### config.mk
export PLATFORM = sky130hd
export DESIGN_NAME = wd_bus_unlock
export DESIGN_NICKNAME = d
export VERILOG_FILES = /design/src/rtl/wd_pkg.sv /design/src/rtl/wd_key_detect.sv /design/src/rtl/wd_bus_unlock.sv
export SDC_FILE = /design/constraint.sdc
export NUM_CORES = 1
export LEC_CHECK = 0
export BUFFER_PORTS_ARGS = -buffer_cell sky130_fd_sc_hd__buf_4
export CAP_MARGIN = 20
export CORE_MARGIN = 2
export CORE_UTILIZATION = 48
export CTS_CLUSTER_DIAMETER = 200
export DETAILED_ROUTE_END_ITERATION = 10
export PLACE_DENSITY = 0.74
export REMOVE_ABC_BUFFERS = 1
export SYNTH_ARGS = -nofsm -noshare
export SYNTH_HDL_FRONTEND = slang
export SYNTH_SLANG_ARGS = --single-unit
### constraint.sdc
create_clock -name CLK -period 1.71 [get_ports CLK]
set_clock_uncertainty 0.1 [all_clocks]
set_input_delay 0.342 -clock CLK [delete_from_list [all_inputs] [get_ports CLK]]
set_output_delay 0.342 -clock CLK [all_outputs]
set_load 0.02 [all_outputs]
### src/rtl/wd_pkg.sv
// Shared constants and FSM state type for the watchdog bus unlock front-end.
// WD_CFG_LOCK_EN (used by wd_bus_unlock) enables the CTRL bit 7 configuration lock.
package wd_pkg;

    localparam logic [7:0] KEY_A = 8'hAA;
    localparam logic [7:0] KEY_B = 8'h55;

    localparam logic [1:0] ADDR_FW   = 2'b00;
    localparam logic [1:0] ADDR_SW   = 2'b01;
    localparam logic [1:0] ADDR_CTRL = 2'b10;
    localparam logic [1:0] ADDR_RL   = 2'b11;

    localparam int INIT_BIT = 3;
    localparam int SVC_BIT  = 0;
    localparam int LOCK_BIT = 7;

    localparam int WIN_LEN = 4;

    typedef enum logic [1:0] {
        IDLE = 2'd0,
        KEY1 = 2'd1,
        WIN  = 2'd2
    } wd_state_e;

endpackage

### src/rtl/wd_key_detect.sv
// Unlock key detector: tracks the 0xAA/0x55 sequence on the snooped bus and
// times the fixed-length write window. WD_CFG_LOCK_EN has no effect here.
module wd_key_detect
    import wd_pkg::*;
#(
    parameter int unsigned KEY_TMO = 8
) (
    input  logic       clk,
    input  logic       rst_n,
    input  logic [1:0] abus,
    input  logic [7:0] dbus,
    output logic       win_open,
    output logic       key_err
);

    // The key bytes are only recognised on address 00.
    localparam logic [1:0] KEY_ADDR  = 2'b00;
    localparam logic [7:0] HOLD_LAST = 8'(KEY_TMO - 1);
    localparam logic [1:0] WIN_LAST  = 2'(WIN_LEN - 1);

    wd_state_e  state_q, state_d;
    logic [7:0] hold_q, hold_d;
    logic [1:0] wcnt_q, wcnt_d;
    logic       key_err_q, key_err_d;

    always_comb begin
        state_d   = state_q;
        hold_d    = hold_q;
        wcnt_d    = wcnt_q;
        key_err_d = 1'b0;
        unique case (state_q)
            IDLE: begin
                if (abus == KEY_ADDR && dbus == KEY_A) begin
                    state_d = KEY1;
                    hold_d  = '0;
                end
            end
            KEY1: begin
                if (abus != KEY_ADDR) begin
                    state_d   = IDLE;
                    key_err_d = 1'b1;
                end else if (dbus == KEY_A) begin
                    // hold_q counts repeats after the first 0xAA, so KEY_TMO bytes are tolerated
                    if (hold_q == HOLD_LAST) begin
                        state_d   = IDLE;
                        key_err_d = 1'b1;
                    end else begin
                        hold_d = hold_q + 8'd1;
                    end
                end else if (dbus == KEY_B) begin
                    state_d = WIN;
                    wcnt_d  = '0;
                end else begin
                    state_d   = IDLE;
                    key_err_d = 1'b1;
                end
            end
            WIN: begin
                if (wcnt_q == WIN_LAST) begin
                    state_d = IDLE;
                end else begin
                    wcnt_d = wcnt_q + 2'd1;
                end
            end
            default: state_d = IDLE;
        endcase
    end

    always_ff @(posedge clk or negedge rst_n) begin
        if (!rst_n) begin
            state_q   <= IDLE;
            hold_q    <= '0;
            wcnt_q    <= '0;
            key_err_q <= 1'b0;
        end else begin
            state_q   <= state_d;
            hold_q    <= hold_d;
            wcnt_q    <= wcnt_d;
            key_err_q <= key_err_d;
        end
    end

    assign win_open = (state_q == WIN);
    assign key_err  = key_err_q;

endmodule

### src/rtl/wd_bus_unlock.sv
// Watchdog bus front-end: configuration registers and control strobes written
// during the unlocked window. Define WD_CFG_LOCK_EN to enable the CTRL bit 7 lock.
module wd_bus_unlock
    import wd_pkg::*;
#(
    parameter logic [7:0]  FW_RST  = 8'hFF,
    parameter logic [7:0]  SW_RST  = 8'h0F,
    parameter logic [7:0]  RL_RST  = 8'h04,
    parameter int unsigned KEY_TMO = 8
) (
    input  logic       CLK,
    input  logic       RST,
    input  logic [1:0] ABUS,
    input  logic [7:0] DBUS,
    output logic [7:0] FWLEN,
    output logic [7:0] SWLEN,
    output logic [7:0] RSTLIM,
    output logic       INIT,
    output logic       SVC,
    output logic       WINOPEN,
    output logic       KEYERR,
    output logic       CFGERR,
    output logic       CFGLOCK
);

    logic       win_open;
    logic       locked;
    logic [7:0] fwlen_q, fwlen_d;
    logic [7:0] swlen_q, swlen_d;
    logic [7:0] rstlim_q, rstlim_d;
    logic       init_q, init_d;
    logic       svc_q, svc_d;
    logic       cfgerr_q, cfgerr_d;

    wd_key_detect #(.KEY_TMO(KEY_TMO)) u_key_detect (
        .clk      (CLK),
        .rst_n    (RST),
        .abus     (ABUS),
        .dbus     (DBUS),
        .win_open (win_open),
        .key_err  (KEYERR)
    );

`ifdef WD_CFG_LOCK_EN
    logic lock_q, lock_d;

    always_comb begin
        lock_d = lock_q;
        if (win_open && ABUS == ADDR_CTRL && DBUS[LOCK_BIT]) begin
            lock_d = 1'b1;
        end
    end

    always_ff @(posedge CLK or negedge RST) begin
        if (!RST) begin
            lock_q <= 1'b0;
        end else begin
            lock_q <= lock_d;
        end
    end

    assign locked = lock_q;
`else
    assign locked = 1'b0;
`endif

    always_comb begin
        fwlen_d  = fwlen_q;
        swlen_d  = swlen_q;
        rstlim_d = rstlim_q;
        init_d   = 1'b0;
        svc_d    = 1'b0;
        cfgerr_d = 1'b0;
        if (win_open) begin
            if (ABUS == ADDR_CTRL) begin
                init_d = DBUS[INIT_BIT];
                svc_d  = DBUS[SVC_BIT];
            end else if (!locked) begin
                // A zero length would stall the watchdog core, so it is refused
                if (DBUS == 8'h00) begin
                    cfgerr_d = 1'b1;
                end else begin
                    unique case (ABUS)
                        ADDR_FW: fwlen_d  = DBUS;
                        ADDR_SW: swlen_d  = DBUS;
                        ADDR_RL: rstlim_d = DBUS;
                        default: ;
                    endcase
                end
            end
        end
    end

    always_ff @(posedge CLK or negedge RST) begin
        if (!RST) begin
            fwlen_q  <= FW_RST;
            swlen_q  <= SW_RST;
            rstlim_q <= RL_RST;
            init_q   <= 1'b0;
            svc_q    <= 1'b0;
            cfgerr_q <= 1'b0;
        end else begin
            fwlen_q  <= fwlen_d;
            swlen_q  <= swlen_d;
            rstlim_q <= rstlim_d;
            init_q   <= init_d;
            svc_q    <= svc_d;
            cfgerr_q <= cfgerr_d;
        end
    end

    assign FWLEN   = fwlen_q;
    assign SWLEN   = swlen_q;
    assign RSTLIM  = rstlim_q;
    assign INIT    = init_q;
    assign SVC     = svc_q;
    assign CFGERR  = cfgerr_q;
    assign WINOPEN = win_open;
`ifdef WD_CFG_LOCK_EN
    assign CFGLOCK = lock_q;
`else
    assign CFGLOCK = 1'b0;
`endif

endmodule

After elaboration in Yosys (flattened, before gate mapping)

Index checks and enable logic that the tools add are counted.

Output and inout bits: 30
Logic and storage cells: 74
Input bits: 12
Bits in registers: 40

Bitwise operators: 2
Reductions and logical operators: 13
Muxes and demuxes: 29
Eq/ne operators: 18
Add/sub/neg operators: 2

Operators with widths:

| cell                  | count |
|---|---|
| $mux W8               | 4 |
| $mux W2               | 10 |
| $pmux W8 S2           | 1 |
| $mux W1               | 12 |
| $reduce_and A4 Y1     | 3 |
| $reduce_and A5 Y1     | 2 |
| $add A8 B1 Y8 const B | 1 |
| $eq A2 B2 Y1 const B  | 4 |
| $eq A8 B3 Y1 const B  | 1 |
| $eq A8 B7 Y1 const B  | 1 |
| $eq A8 B8 Y1 const B  | 1 |
| $logic_not A8 Y1      | 1 |
| $ne A2 B1 Y1 const B  | 4 |
| $ne A2 B2 Y1 const B  | 4 |
| $pmux W2 S3           | 1 |
| $reduce_bool A2 Y1    | 3 |
| $eq A2 B1 Y1 const B  | 2 |
| $logic_not A2 Y1      | 2 |
| $ne A4 B4 Y1 const B  | 1 |
| $pmux W2 S2           | 1 |
| $reduce_and A3 Y1     | 1 |
| $add A2 B1 Y2 const B | 1 |
| $not A1 Y1            | 2 |
| $logic_and A1 B1 Y1   | 1 |

Depth between registers and ports, before layout

Gate-level depths: netlist of the first run.

Depth in word-level cells: 5
Gate-level depth with buffers: 7
Depth with buffers taken out: 6

By module

From an unflattened synthesis of the first run, not the netlist that was laid out.

Cells, all modules: 144
Area total of the unflattened synthesis: 1,855.5 um2

By module, submodules not included:

| module        | seq. area each (um2) | cells each | times used | area an instance (um2) |
|---|---|---|---|---|
| wd_bus_unlock | 691.9                | 66         | 1          | 1,111.1 |
| wd_key_detect | 325.3                | 78         | 1          | 744.5 |

Worst setup path after synthesis of the first run

No wires, ideal clock.

Path kind: input-to-reg
Start: in DBUS[1]
End: reg rstlim_q[0] (netlist: RSTLIM[0])
Stages: 5
Data required time: 1,485 ps
Path slack: -192 ps
Library setup time: 125 ps
Arrival time: 1,676 ps
Path buffers: 1
Path through: or4_4 -> nand2b_4 -> and4_4 -> buf_6 -> mux2_4

Word-level cells in the longest chain between the ends: 3

RTL lines:

| what                               | RTL line             | text |
|---|---|---|
| start, declared                    | wd_bus_unlock.sv:14  | `input logic [7:0] DBUS,` |
| $logic_not A8 Y1                   | wd_bus_unlock.sv:80  | `if (DBUS == 8'h00) begin` |
| $not A1 Y1 (no source line)        | --                   |  |
| $reduce_and A4 Y1 (no source line) | --                   |  |
| end signal, assigned               | wd_bus_unlock.sv:105 | `rstlim_q <= rstlim_d;` |
| end, declared                      | wd_bus_unlock.sv:30  | `logic [7:0] rstlim_q, rstlim_d;` |

Every way passes these cells.
A chain may end at the register's enable or synchronous reset.

Worst setup path after layout of the first run

Start: reg u_key_detect.hold_q[5]
End: reg u_key_detect.hold_q[0]

Word-level cells in the longest chain between the ends: 3

RTL lines:

| what                               | RTL line            | text |
|---|---|---|
| start, declared                    | wd_key_detect.sv:22 | `logic [7:0] hold_q, hold_d;` |
| start signal, assigned             | wd_key_detect.sv:77 | `hold_q <= hold_d;` |
| $eq A8 B3 Y1                       | wd_key_detect.sv:44 | `if (hold_q == HOLD_LAST) begin` |
| $ne A2 B2 Y1 (no source line)      | --                  |  |
| $reduce_and A5 Y1 (no source line) | --                  |  |

Every way passes these cells.

==> qor_table.md, run 1 <==
| Item | Value |
|---|---|
| Status | complete, but fails checks |
| Failing checks | setup timing |
| CTS tree | built |
| Maximum number of pins on one net before global-route repair | 41 |
| Post-detailed-route count of antenna-violating nets | 0 |
| Final std cell area, no fill | 2720 um2 |
| Leakage dissipation | 0.00128 uW |
| Timing-limited maximum frequency | 537 MHz |
| Critical path start-end classification | reg -> reg |
| Final number of max-transition violations | 0 |
| Min-delay src | ABUS[1] |
| Synth top area share | 0.344 |
| Mean number of vias per cell | 5.38 |
| Global-route wire length before repair | 7.91 mm |
| Total via count after detailed routing | 1550 |
| Unrepaired setup endpoints after global routing | yes |
| Number of rows created at floorplan | 23 |
| Length in cells of the worst reg-to-reg path | 5 |
| Global route overflow | 0 |
| Total clock sinks | 40 |
| Number of buffers between clock root and the deepest sink | 2 |
| Startpoint Class | flip-flop |
| Total cell area at the placement stage | 2500 um2 |
| Most frequent standard cell in the layout excluding fill and tap cells | sky130_fd_sc_hd__buf_4 |
| Total length of routed wires | 4.70 mm |
| Time the final worst path needs with I/O delays and setup | 1.86 ns |
| Fill cell count | 294 |
| Warnings from Yosys | 0 |
| Cell types occupying the most area after synthesis | sky130_fd_sc_hd__dfrtp_1 34%, sky130_fd_sc_hd__dfstp_2 17%, sky130_fd_sc_hd__mux2_2 10% |
| Worst Hold End | INIT |
| Count of buffers inserted at the top-level ports | 40 |
| GRT Util Overall | 0.234 |
| Setup slack, reg-to-reg | -0.15 ns |
| Total of max-cap violations | 0 |
| Insertion delay to the later sink of the worst-skew pair | 0.30 ns |
| Number of nets at the end of the flow | 254 |
| Clock edge transition at the registers on the reported setup and hold paths | 0.08 ns |
| Count of flip-flops with a built-in enable after synthesis | 0 |
| VDD IR-drop max | 0.729 mV |
| Utilization after layout | 0.684 |
| Share of post-route cells with drive strength above 1 | 0.576 |
| Gpl congestion | 0.882 |
| Final setup vio count | 6 |
| Top fanout value on the critical path | 3 |
| CTS H-tree depth | 2 |
| Number of CTS-inserted buffers | 5 |
| Post-synthesis instance area | 1960 um2 |
| Reg-to-Reg Start | u_key_detect.hold_q[5] |
| Share of synthesized registers carrying an async set or reset | 1.00 |
| Crit path arrival time | 1.95 ns |
| Worst hold slack | 0.239 ns |
| Layout overhead on the synthesized area | 38.3% |
| Post-Syn Area per Cell | 12.3 um2 |
| Required time reported for the critical path endpoint | 1.80 ns |
| Cell count of the worst hold path | 3 |
| Sequential area share after synthesis | 0.518 |
| HPWL after detailed placement | 3.49 mm |
| Effective utilization at floorplan | 0.495 |
| Cell chosen for the clock root | sky130_fd_sc_hd__clkbuf_8 |
| Core Region | 3970 um2 |
| Biggest area consumer among synthesized cells | sky130_fd_sc_hd__dfrtp_1 |
| Vias in the first global route | 1611 |
| Drt first pass iters | 4 |
| Power per cell area | 656 nW/um2 |
| Capturing point of the worst reg2reg path | u_key_detect.hold_q[0] |
| Antenna violations before repair | 0 |
| Remaining design rule violation count | 0 |
| Power after layout | 1780 uW |
| Floorplan die area | 4620 um2 |
| Commonest cells after routing, fill and taps aside | 68 x sky130_fd_sc_hd__buf_4, 27 x sky130_fd_sc_hd__dfrtp_1, 18 x sky130_fd_sc_hd__mux2_2 |
| Detail-routed net length per standard cell | 16.3 um |
| Horiz. Die Dim | 68.0 um |
| Post-synth top flop | sky130_fd_sc_hd__dfrtp_1 |
| Cell variety after synth | 41 |
| Final Hold Fails | 0 |
| #FFs+latches synth | 40 |
| Top-level I/O count | 42 |
| N_diodes | 0 |
| Post-synthesis instance total | 160 |
| Classification of the worst-slack hold path | in -> reg |
| Worst slack, placed | -0.298 ns |
| Die height | 68.0 um |
| Min setup slack post-route | -0.151 ns |
| Portion of the clock cycle consumed by the worst path in the final layout | 1.09 |
| First-iteration detailed-routing DRC count | 51 |
| Critical Path End Type | flip-flop |
==> power breakdown <==
part | switching [uW] | leakage, uW | internal (uW)
combinational | 84.8 | 0.000727 | 68.3
clock | 321 | 0.0000455 | 329
sequential | 15.4 | 0.000504 | 963
==> stage by stage <==
step / std cells / TNS, ns
5_1_grt: 288 / -1.05
4_1_cts: 287 / -0.816
3_5_place_dp: 273 / -8.09
2_1_floorplan: 155 / -2.19
6_report: 288 / -0.516
3_3_place_gp: 273 / -6.95
==> repair_timing <==
action | 4_1_cts | 5_1_grt
pin swaps | 8 | 6
setup endpoints to repair | 11 | 30
hold buffers | 1 | 0
gates resized for setup | 12 | 12
hold endpoints to repair | 27 | 0
setup buffers | 5 | 2
==> synth_stat cells, drive strengths merged, types with 2 or more instances <==
cell type,count
nor3,5
nor3b,2
o21ai,9
mux2,26
nand3,9
nand4,2
o31ai,3
dfstp,13
dfrtp,27
a21oi,5
nand2,16
or4,2
inv,5
ha,5
and4,2
nand2b,2
and3,2
nor2,8
buf,4
a311oi,2
==> critical path, cell delays in order, from the launching register on <==
cell	delay (ns)
sky130_fd_sc_hd__dfrtp_1	0.39
sky130_fd_sc_hd__or4_4	0.58
sky130_fd_sc_hd__nor3_4	0.18
sky130_fd_sc_hd__nor2_2	0.08
sky130_fd_sc_hd__mux2_2	0.26
sky130_fd_sc_hd__a22o_1	0.18
==> per-layer routing <==
| metal | wire length [um] | vias up | GRT usage |
|---|---|---|---|
| met4 | 61 | 0 | 0.0775 |
| met2 | 2420 | 37 | 0.397 |
| met5 | 0 | - | 0 |
| li1 | - | 737 | - |
| met3 | 203 | 6 | 0.0559 |
| met1 | 2010 | 770 | 0.294 |
==> flip-flops by register name, summed over array words and instances (netlist names) <==
| signal | flops |
|---|---|
| CFGERR | 1 |
| FWLEN | 8 |
| INIT | 1 |
| RSTLIM | 8 |
| SVC | 1 |
| SWLEN | 8 |
| u_key_detect.hold_q | 8 |
| u_key_detect.key_err | 1 |
| u_key_detect.state_q | 2 |
| u_key_detect.wcnt_q | 2 |
==> how the worst max path moves through the flow <==
| stage | slack [ns] | startpoint | cells after the start | to |
|---|---|---|---|---|
| final | -0.15 | u_key_detect.hold_q[5] | 5 | u_key_detect.hold_q[0] |
| after detailed placement | -0.30 | DBUS[1] | 5 | SWLEN[4] |
| after CTS | -0.13 | u_key_detect.hold_q[5] | 4 | u_key_detect.hold_q[7] |
| after global routing | -0.21 | u_key_detect.hold_q[3] | 4 | u_key_detect.state_q[0] |
| after global placement | -0.27 | DBUS[1] | 5 | SWLEN[4] |
| after floorplan | -0.18 | u_key_detect.hold_q[6] | 5 | u_key_detect.hold_q[0] |
==> cell type report <==
cell class	instances	area (um2)	share of cell area
sequential	40	1020	0.374
timing repair buffer	75	588	0.216
tap	50	62.6	0.0230
clock buffer	8	90.1	0.0331
inverter	5	18.8	0.00691
multi-input combinational	110	941	0.346
==> cells by family after synthesis <==
kind of cell               synth area share
adders and majority gates            0.0318
buffers and inverters                0.0293
other                               0.00191
muxes                                 0.164
and+or+nand+nor                       0.160
AOI/OAI and AO/OA                    0.0949
DFF                                   0.518
Note: power is estimated with default switching activity, not from simulation.
==> run 2, diff against run 1 <==
- GPL_TIMING_DRIVEN: unset -> 0
==> run 2 against run 1 <==
Effect of this change:
- the run still ends with setup timing left
- maximum frequency rose by 1.2%
- flip-flop and latch count did not move
- final cell count fell by 8.3%
- sequential power barely moved
- via count fell by 4.3%
- critical path type unchanged
- highest routed layer unchanged
==> qor_table.md, run 2 (synthesis gave the netlist of run 1 again) <==
| Item | Value | Change |
|---|---|---|
| Total length of routed wires | 4.49 mm | was 4.70 mm |
| Startpoint Class | flip-flop | unchanged |
| Detail-routed net length per standard cell | 17.0 um | was 16.3 um |
| Classification of the worst-slack hold path | in -> reg | unchanged |
| Total via count after detailed routing | 1484 | was 1550 |
| CTS tree | built | unchanged |
| GRT Util Overall | 0.219 | was 0.234 |
| Core Region | 3970 um2 | unchanged |
| VDD IR-drop max | 0.580 mV | was 0.729 mV |
| Post-detailed-route count of antenna-violating nets | 0 | unchanged |
| CTS H-tree depth | 2 | unchanged |
| Time the final worst path needs with I/O delays and setup | 1.84 ns | was 1.86 ns |
| Slew Limit Headroom | 0.641 |  |
| Top fanout value on the critical path | 2 | was 3 |
| Most frequent standard cell in the layout excluding fill and tap cells | sky130_fd_sc_hd__buf_4 | unchanged |
| Top-level I/O count | 42 | unchanged |
| Horiz. Die Dim | 68.0 um | unchanged |
| Power per cell area | 759 nW/um2 | was 656 nW/um2 |
| Count of placed standard cells including taps | 245 | was 273 |
| Share of post-route cells with drive strength above 1 | 0.542 | was 0.576 |
| Timing-limited maximum frequency | 544 MHz | was 537 MHz |
| Worst slack, placed | -0.467 ns | was -0.298 ns |
| Cell chosen for the clock root | sky130_fd_sc_hd__clkbuf_8 | unchanged |
| Clock edge transition at the registers on the reported setup and hold paths | 0.08 ns | about the same |
| Worst hold slack | 0.173 ns | was 0.239 ns |
| Failing checks | setup timing | unchanged |
| Slowest-stage cell, CP | sky130_fd_sc_hd__or4_4 | unchanged |
| Critical Path End Type | flip-flop | unchanged |
| Final Hold Fails | 0 | unchanged |
| Required time reported for the critical path endpoint | 1.79 ns | was 1.80 ns |
| Total clock sinks | 40 | unchanged |
| Remaining design rule violation count | 0 | unchanged |
| Status | complete, but fails checks | unchanged |
| Floorplan die area | 4620 um2 | unchanged |
| Number of CTS-inserted buffers | 5 | unchanged |
| Slew at the pin closest to its max-slew limit | 0.535 ns |  |
| N_diodes | 0 | unchanged |
| First-iteration detailed-routing DRC count | 136 | was 51 |
| Final number of max-transition violations | 0 | unchanged |
| Mean number of vias per cell | 5.62 | was 5.38 |
| Commonest cells after routing, fill and taps aside | 49 x sky130_fd_sc_hd__buf_4, 27 x sky130_fd_sc_hd__dfrtp_1, 18 x sky130_fd_sc_hd__mux2_2 | was 68 x sky130_fd_sc_hd__buf_4, 27 x sky130_fd_sc_hd__dfrtp_1, 18 x sky130_fd_sc_hd__mux2_2 |
| Fill cell count | 318 | was 294 |
| Antenna violations before repair | 0 | unchanged |
| Layout overhead on the synthesized area | 30.0% | was 38.3% |
| Gpl congestion | 0.802 | was 0.882 |
| Critical path start-end classification | reg -> reg | unchanged |
| Drt first pass iters | 4 | unchanged |
| Final cell count without fillers | 264 | was 288 |
| Number of buffers between clock root and the deepest sink | 2 | unchanged |
| Number of nets at the end of the flow | 230 | was 254 |
| Effective utilization at floorplan | 0.495 | unchanged |
| Count of buffers inserted at the top-level ports | 40 | unchanged |
| Insertion delay to the later sink of the worst-skew pair | 0.29 ns | was 0.30 ns |
| CP max stage delay | 0.56 ns | was 0.58 ns |
| Crit path max-delay family | simple AND/OR/NAND/NOR gates | unchanged |
| Vias in the first global route | 1579 | was 1611 |
| Worst path cell trace | or4_4 -> nor3_4 -> nor2_2 -> mux2_2 -> a22o_1 | unchanged |
| Global route overflow | 0 | unchanged |
| Maximum number of pins on one net before global-route repair | 41 | unchanged |
| Number of rows created at floorplan | 23 | unchanged |
| Crit path arrival time | 1.92 ns | was 1.95 ns |
| Crit path buffers/inverters | 0 | unchanged |
| Final setup vio count | 7 | was 6 |
| Die height | 68.0 um | unchanged |
| Total of max-cap violations | 0 | unchanged |
| TNS Setup | -0.414 ns | was -0.516 ns |
| Min setup slack post-route | -0.129 ns | was -0.151 ns |
| Portion of the clock cycle consumed by the worst path in the final layout | 1.08 | was 1.09 |
| Global-route wire length before repair | 7.36 mm | was 7.91 mm |
| Leakage dissipation | 0.00117 uW | was 0.00128 uW |
| Unrepaired setup endpoints after global routing | yes | unchanged |
| HPWL after detailed placement | 3.04 mm | was 3.49 mm |
run 2: layout make-up:
class                           instances  area, um2  share of cell area
Sequential cell                        40       1020               0.398
Multi-Input combinational cell        110        940               0.368
Timing Repair Buffer                   51        389               0.152
Clock buffer                            7       96.3              0.0377
Tap cell                               50       62.6              0.0245
Clock inverter                          1       30.0              0.0118
Inverter                                5       18.8             0.00735
run 2: metal layers:
metal,up-vias,GRT usage,part of all wire
li1,682,-,-
met1,747,0.247,0.40
met2,44,0.397,0.53
met3,11,0.0526,0.051
met4,0,0.0825,0.022
met5,-,0,0
run 2: through the flow:
stage | util | cell area (um2) | power (uW)
2_1_floorplan | - | 1930 | 1040
6_report | 0.643 | 2550 | 1940
5_1_grt | 0.643 | 2550 | 2040
3_3_place_gp | 0.576 | 2290 | 1100
4_1_cts | 0.634 | 2520 | 1960
3_5_place_dp | 0.576 | 2290 | 1120
run 2: path summary, 6_finish.rpt:
check                                  startpoint                     end  slack, ns  cells after the start
setup / recovery           u_key_detect.hold_q[4]  u_key_detect.hold_q[0]      -0.13                      5
hold / removal                            ABUS[0]                    INIT       0.17                      2
setup reg to reg           u_key_detect.hold_q[4]  u_key_detect.hold_q[0]      -0.13                      5
hold reg to reg            u_key_detect.wcnt_q[1]  u_key_detect.wcnt_q[1]       0.40                      2
max in group asynchronous                     RST                SWLEN[2]       0.67                      2
min in group asynchronous                     RST  u_key_detect.wcnt_q[1]       0.47                      2
run 2: power breakdown:
part,total (uW),internal (uW),switching (uW)
logic,130,49.3,80.3
clock network,830,515,316
registers,978,963,15.6
total,1940,1530,411
run 2: timing repair:
action                                 CTS  global route
buffers inserted                         7             3
setup endpoints to repair               34            25
endpoints found under the hold margin   27             0
gates resized for setup                 11             4
hold buffers                             1             0
pin swaps                               12             6
gates cloned                             0             0
